**src/rtl/uart_pkg.sv**
```systemverilog
// Shared UART definitions: arbiter state encoding, line constants used by the
// transmitter, receiver and TX arbiter.
package uart_pkg;

    typedef enum logic [2:0] {
        IDLE      = 3'd0,
        START     = 3'd1,
        WAIT_BUSY = 3'd2,
        WAIT_DONE = 3'd3,
        GAP       = 3'd4
    } arb_state_e;

    localparam int BAUD_DIV  = 40;
    localparam int DATA_BITS = 8;

    function automatic int max_int(input int a, input int b);
        return (a > b) ? a : b;
    endfunction

endpackage

```
**src/rtl/uart_tx_arbiter_rr_arbiter.sv**
```systemverilog
// Combinational round-robin picker: first set request strictly after rr_ptr,
// wrapping modulo N_REQ, so the last winner always has lowest priority.
module rr_arbiter #(
    parameter int N_REQ = 4,
    parameter int IDX_W = 2
) (
    input  logic [N_REQ-1:0] req,
    input  logic [IDX_W-1:0] rr_ptr,
    output logic [N_REQ-1:0] grant_oh,
    output logic [IDX_W-1:0] grant_idx,
    output logic             grant_vld
);

    // scan N_REQ positions starting one past the previous winner
    always_comb begin
        grant_oh  = '0;
        grant_idx = '0;
        grant_vld = 1'b0;
        for (int off = 1; off <= N_REQ; off++) begin
            if (!grant_vld && req[(int'(rr_ptr) + off) % N_REQ]) begin
                grant_vld = 1'b1;
                grant_idx = IDX_W'((int'(rr_ptr) + off) % N_REQ);
                grant_oh[(int'(rr_ptr) + off) % N_REQ] = 1'b1;
            end else begin
                grant_vld = grant_vld;
            end
        end
    end

endmodule

```
**src/rtl/uart_tx_arbiter.sv**
```systemverilog
// Round-robin sharing of one UART transmitter among N_REQ byte sources:
// grant/latch, start pulse, frame supervision with timeout, post-frame gap.
module uart_tx_arbiter
    import uart_pkg::*;
#(
    parameter int N_REQ       = 4,
    parameter int IDX_W       = 2,
    parameter int TIMEOUT_CYC = 64,
    parameter int GAP_CYC     = 40
) (
    input  logic                       clk,
    input  logic                       reset_n,
    input  logic [N_REQ-1:0]           req,
    input  logic [DATA_BITS*N_REQ-1:0] req_data,
    input  logic [N_REQ-1:0]           req_parity_odd,
    output logic [N_REQ-1:0]           ack,
    output logic                       tx_start,
    output logic [DATA_BITS-1:0]       tx_data,
    output logic                       tx_parity_odd,
    input  logic                       tx_busy,
    input  logic                       tx_done,
    output logic [IDX_W-1:0]           grant_idx,
    output logic                       busy,
    output logic                       err_timeout
);

    localparam int TIMER_W = $clog2(max_int(TIMEOUT_CYC, GAP_CYC) + 1);
    localparam logic [TIMER_W-1:0] TIMEOUT_LAST = TIMER_W'(TIMEOUT_CYC - 1);
    localparam logic [TIMER_W-1:0] GAP_LAST     = TIMER_W'(GAP_CYC - 1);
    // with no gap configured a finished or abandoned frame returns straight to IDLE
    localparam arb_state_e POST_FRAME = (GAP_CYC == 0) ? IDLE : GAP;

    arb_state_e             state_q, state_d;
    logic [TIMER_W-1:0]     timer_q, timer_d;
    logic [IDX_W-1:0]       rr_ptr_q, rr_ptr_d;
    logic [DATA_BITS-1:0]   tx_data_q, tx_data_d;
    logic                   tx_parity_odd_q, tx_parity_odd_d;
    logic [IDX_W-1:0]       grant_idx_q, grant_idx_d;
    logic [N_REQ-1:0]       ack_q, ack_d;
    logic                   tx_start_q, tx_start_d;
    logic                   err_timeout_q, err_timeout_d;
    logic                   busy_q, busy_d;

    logic [N_REQ-1:0]       win_oh_s;
    logic [IDX_W-1:0]       win_idx_s;
    logic                   win_vld_s;

    rr_arbiter #(
        .N_REQ (N_REQ),
        .IDX_W (IDX_W)
    ) u_rr_arbiter (
        .req       (req),
        .rr_ptr    (rr_ptr_q),
        .grant_oh  (win_oh_s),
        .grant_idx (win_idx_s),
        .grant_vld (win_vld_s)
    );

    // next-state, latch and pulse generation
    always_comb begin
        state_d         = state_q;
        timer_d         = timer_q;
        rr_ptr_d        = rr_ptr_q;
        tx_data_d       = tx_data_q;
        tx_parity_odd_d = tx_parity_odd_q;
        grant_idx_d     = grant_idx_q;
        ack_d           = '0;
        tx_start_d      = 1'b0;
        err_timeout_d   = 1'b0;

        case (state_q)
            IDLE: begin
                if (win_vld_s) begin
                    tx_data_d       = req_data[{win_idx_s, 3'b000} +: DATA_BITS];
                    tx_parity_odd_d = req_parity_odd[win_idx_s];
                    grant_idx_d     = win_idx_s;
                    rr_ptr_d        = win_idx_s;
                    ack_d           = win_oh_s;
                    state_d         = START;
                end else begin
                    state_d = IDLE;
                end
            end
            START: begin
                tx_start_d = 1'b1;
                timer_d    = '0;
                state_d    = WAIT_BUSY;
            end
            WAIT_BUSY: begin
                if (tx_busy) begin
                    state_d = WAIT_DONE;
                end else if (tx_done) begin
                    // frame shorter than one cycle of busy: already complete
                    timer_d = '0;
                    state_d = POST_FRAME;
                end else if (timer_q == TIMEOUT_LAST) begin
                    err_timeout_d = 1'b1;
                    timer_d       = '0;
                    state_d       = POST_FRAME;
                end else begin
                    timer_d = timer_q + TIMER_W'(1);
                end
            end
            WAIT_DONE: begin
                if (tx_done) begin
                    timer_d = '0;
                    state_d = POST_FRAME;
                end else begin
                    state_d = WAIT_DONE;
                end
            end
            GAP: begin
                if (timer_q == GAP_LAST) begin
                    state_d = IDLE;
                end else begin
                    timer_d = timer_q + TIMER_W'(1);
                end
            end
            default: begin
                state_d = IDLE;
                timer_d = '0;
            end
        endcase

        busy_d = (state_d != IDLE);
    end

    // state and output registers
    always_ff @(posedge clk or negedge reset_n) begin
        if (!reset_n) begin
            state_q         <= IDLE;
            timer_q         <= '0;
            rr_ptr_q        <= IDX_W'(N_REQ - 1);
            tx_data_q       <= 8'h00;
            tx_parity_odd_q <= 1'b0;
            grant_idx_q     <= '0;
            ack_q           <= '0;
            tx_start_q      <= 1'b0;
            err_timeout_q   <= 1'b0;
            busy_q          <= 1'b0;
        end else begin
            state_q         <= state_d;
            timer_q         <= timer_d;
            rr_ptr_q        <= rr_ptr_d;
            tx_data_q       <= tx_data_d;
            tx_parity_odd_q <= tx_parity_odd_d;
            grant_idx_q     <= grant_idx_d;
            ack_q           <= ack_d;
            tx_start_q      <= tx_start_d;
            err_timeout_q   <= err_timeout_d;
            busy_q          <= busy_d;
        end
    end

    assign ack           = ack_q;
    assign tx_start      = tx_start_q;
    assign tx_data       = tx_data_q;
    assign tx_parity_odd = tx_parity_odd_q;
    assign grant_idx     = grant_idx_q;
    assign busy          = busy_q;
    assign err_timeout   = err_timeout_q;

endmodule

```
**config.mk**
```make
export PLATFORM = sky130hd
export DESIGN_NAME = uart_tx_arbiter
export DESIGN_NICKNAME = d
export VERILOG_FILES = /design/src/rtl/uart_pkg.sv /design/src/rtl/uart_tx_arbiter_rr_arbiter.sv /design/src/rtl/uart_tx_arbiter.sv
export SDC_FILE = /design/constraint.sdc
export NUM_CORES = 1
export LEC_CHECK = 0
export ABC_AREA = 1
export BUFFER_PORTS_ARGS = -buffer_cell sky130_fd_sc_hd__buf_2
export CAP_MARGIN = 5
export CORE_MARGIN = 4
export CORE_UTILIZATION = 51
export CTS_BUF_LIST = sky130_fd_sc_hd__clkbuf_8
export CTS_CLUSTER_DIAMETER = 50
export DETAILED_ROUTE_END_ITERATION = 8
export PLACE_DENSITY_LB_ADDON = 0.25
export SKIP_LAST_GASP = 1
export SYNTH_ARGS = -nofsm -noshare
export SYNTH_HDL_FRONTEND = slang
export SYNTH_SLANG_ARGS = --single-unit
```
**constraint.sdc**
```tcl
create_clock -name clk -period 6.24 [get_ports clk]
set_input_delay 1.872 -clock clk [delete_from_list [all_inputs] [get_ports clk]]
set_output_delay 1.872 -clock clk [all_outputs]
set_load 0.03 [all_outputs]
```
==> key figures <==
Clock network
  – CTS tree: done
  – Post_cts resized: 0
  – Post-CTS Setup Inserts: 0
  – CTS Root Buffer Type: clkbuf_8
  – Worst-path clk slew: 60 ps
  – Clock latency on the worst-skew pair: 270 ps
  – Total CTS buffers: 5
  – Hold Buf Count CTS: 0
  – Sink Count: 30
  – CTS max path bufs: 2
  – H-tree depth: 2

Yosys
  – Most used DFF post-synth: dfrtp_1
  – Most frequent cell after synthesis: nand2_1
  – Post-synth ARST share: 100%
  – Post-Syn Area per Cell: 7.22 sq um
  – Mapped Area: 2350 sq um
  – Post-synth EDFFs: 0
  – Yosys top cell area share: 29.8%
  – Sequential-to-total area share from yosys stat: 32.0%
  – Synth Instances: 326
  – Top post-synthesis cells by area: dfrtp_1 (30%), nand2_1 (12%), nand3_1 (9.8%)
  – Ys Warns: 0
  – Synthesis-stage register bit count: 30
  – Post-Syn Nets: 379
  – Yosys cell types: 38
  – Post-synth top cells: nand2_1 (77), inv_1 (59), nand3_1 (46), dfrtp_1 (28), nand2_2 (23)
  – Yosys top cell by area: dfrtp_1

Worst setup path
  – Reg2Reg Depth: 11
  – Reg2reg start: rr_ptr_q[0]
  – Data arrival, critical path: 3410 ps
  – CP Launch Type: primary input
  – Worst setup EP type: flip-flop
  – CP max FO: 16
  – Critical R2R Capture: rr_ptr_q[0]
  – Worst Path Required: 6420 ps
  – Critical path class: primary input to flip-flop
  – Reg-to-reg slack, setup: 3310 ps

Placed design
  – Placed Area: 2640 sq um
  – Count of input and output buffers: 61
  – Post-DP HPWL: 4060 um
  – Final Wtd Congestion: 0.846
  – Post-Place Worst Slack: 2750 ps
  – Placed cells: 431

STA
  – TNS Setup: 0 ps
  – Max Transition Viols Final: 0
  – Final worst path period share: 51.8%
  – Hold Vio Cnt, Final: 0
  – Final min period: 3230 ps
  – Worst Max-Slew Pin Slew: 632 ps
  – Setup ws final: 3010 ps
  – Worst hold margin: 499 ps
  – FMAX: 0.310 GHz
  – Post-Route Skew: 7.06 ps
  – RSZ-0062 raised after global routing: no
  – Rel. slew slack: 57.9%
  – Endpoints failing setup: 0

Layout
  – Synth-to-layout area growth: 15.8%
  – Proportion of layout cells with a drive suffix above 1: 29.7%
  – Diode count: 0
  – Final nets: 439
  – Non-Filler Instances: 439
  – Layout Utilization: 61.8%
  – Post-route cell area: 2730 sq um

Drt
  – Vias: 2195
  – Starting DRC count in detailed routing: 139
  – Pre-Repair DR Iteration Count: 4
  – Routed Antenna Nets: 0
  – Vias/cell: 5.00
  – Post-Route WL: 5120 um
  – Post-route DRC: 0
  – WL/cell: 11.7 um

Min path
  – Hold Path Origin: tx_data[0]
  – Hold Crit Class: flip-flop to flip-flop
  – WHS Endpoint: tx_data[0]
  – Hold Crit Depth: 2

Die
  – Initial Utilization: 53.3%
  – Core ar.: 4410 sq um
  – Width of the die: 76.0 um
  – Core Rows: 24
  – Die H: 76.0 um
  – Die ar.: 5770 sq um
  – # IOs: 62

GRT
  – First-pass GRT wire length: 9080 um
  – Total grt overflow: 0
  – Total GRT Usage: 18.2%
  – Antenna violations before repair: 0
  – Largest net degree at the start of global routing: 31
  – Vias in the first global route: 2076

Power
  – Worst VDD drop: 0.000320 V
  – Pwr per Cell Area: 619 nW/um^2
  – Total power draw: 1.69 mW
  – Leak: 1.59 nW

Run
  – Max cap viols: 0

Status
  – Status: completed
==> cells by family (layout without fill, tap and decap cells) <==
family / Yosys count / count (layout) / share of synthesized area, %
AOI/OAI and AO/OA: 33 / 33 / 8.56
adders and majority gates: 9 / 9 / 4.78
buffers and inverters: 72 / 133 / 14.3
DFF: 30 / 30 / 32.0
and+or+nand+nor: 182 / 182 / 40.3
==> routing by layer <==
metal | vias to the layer above | part of all wire, % | GRT usage (%)
met4 | 0 | 1.3 | 4.98
li1 | 1161 | - | -
met5 | - | 0 | 0
met1 | 969 | 48 | 24.5
met3 | 7 | 5.6 | 4.15
met2 | 58 | 45 | 29.4
==> worst max-delay path: stages <==
cell and delay, ps:
buf_2 110, inv_1 120, nand2_4 70, nand3_4 100, nand2_4 80, inv_4 100
nand4_4 220, nand2_2 360, inv_2 180, nand2_1 100, o21ai_0 90
==> power breakdown <==
part           total [mW]  internal (mW)  switching, mW  leakage, nW
logic                1.19          0.373          0.815         1.15
registers           0.344          0.277         0.0666        0.383
clock network       0.155         0.0871         0.0677       0.0524
total                1.69          0.737          0.949         1.59
==> cell type report <==
type	count	area, sq um
clock buffer	6	82.6
clock inverter	2	8.76
fill	409	1690
inverter	64	248
multi-input combinational	224	1260
sequential	30	753
tap	52	65.1
timing repair buffer	61	305
==> worst max-delay path by stage <==
| stage | startpoint | endpoint | slack (ps) | depth (start not counted) |
|---|---|---|---|---|
| 2_1_floorplan | req[2] | tx_data[1] | 3220 | 11 |
| 3_3_place_gp | req[2] | tx_data[6] | 2810 | 13 |
| 3_5_place_dp | req[2] | rr_ptr_q[0] | 2750 | 11 |
| 4_1_cts | req[2] | rr_ptr_q[0] | 3020 | 10 |
| 5_1_grt | req[3] | rr_ptr_q[0] | 2850 | 11 |
| 6_report | req[2] | rr_ptr_q[0] | 3010 | 11 |
==> sequential cells by signal, indices dropped and copies added, names as in the netlist <==
name	count
rr_ptr_q	2
tx_data	8
tx_start	1
grant_idx	2
err_timeout	1
ack	4
tx_parity_odd	1
timer_q	7
busy	1
state_q	3
==> layout by cell type, fill, tap and decap left out, drive strengths merged <==
master	instances
or2	3
nand2	104
buf	61
o221ai	1
ha	9
o41ai	1
a31oi	1
nor2	11
nand3	51
inv	65
clkinv	1
a211oi	1
dfstp	2
a21oi	11
o31ai	1
nor3	9
dfrtp	28
o211ai	3
clkbuf	6
o21ai	9
o22ai	4
nand4	4
a21boi	1
No activity file was read; power rests on OpenSTA's default activity.
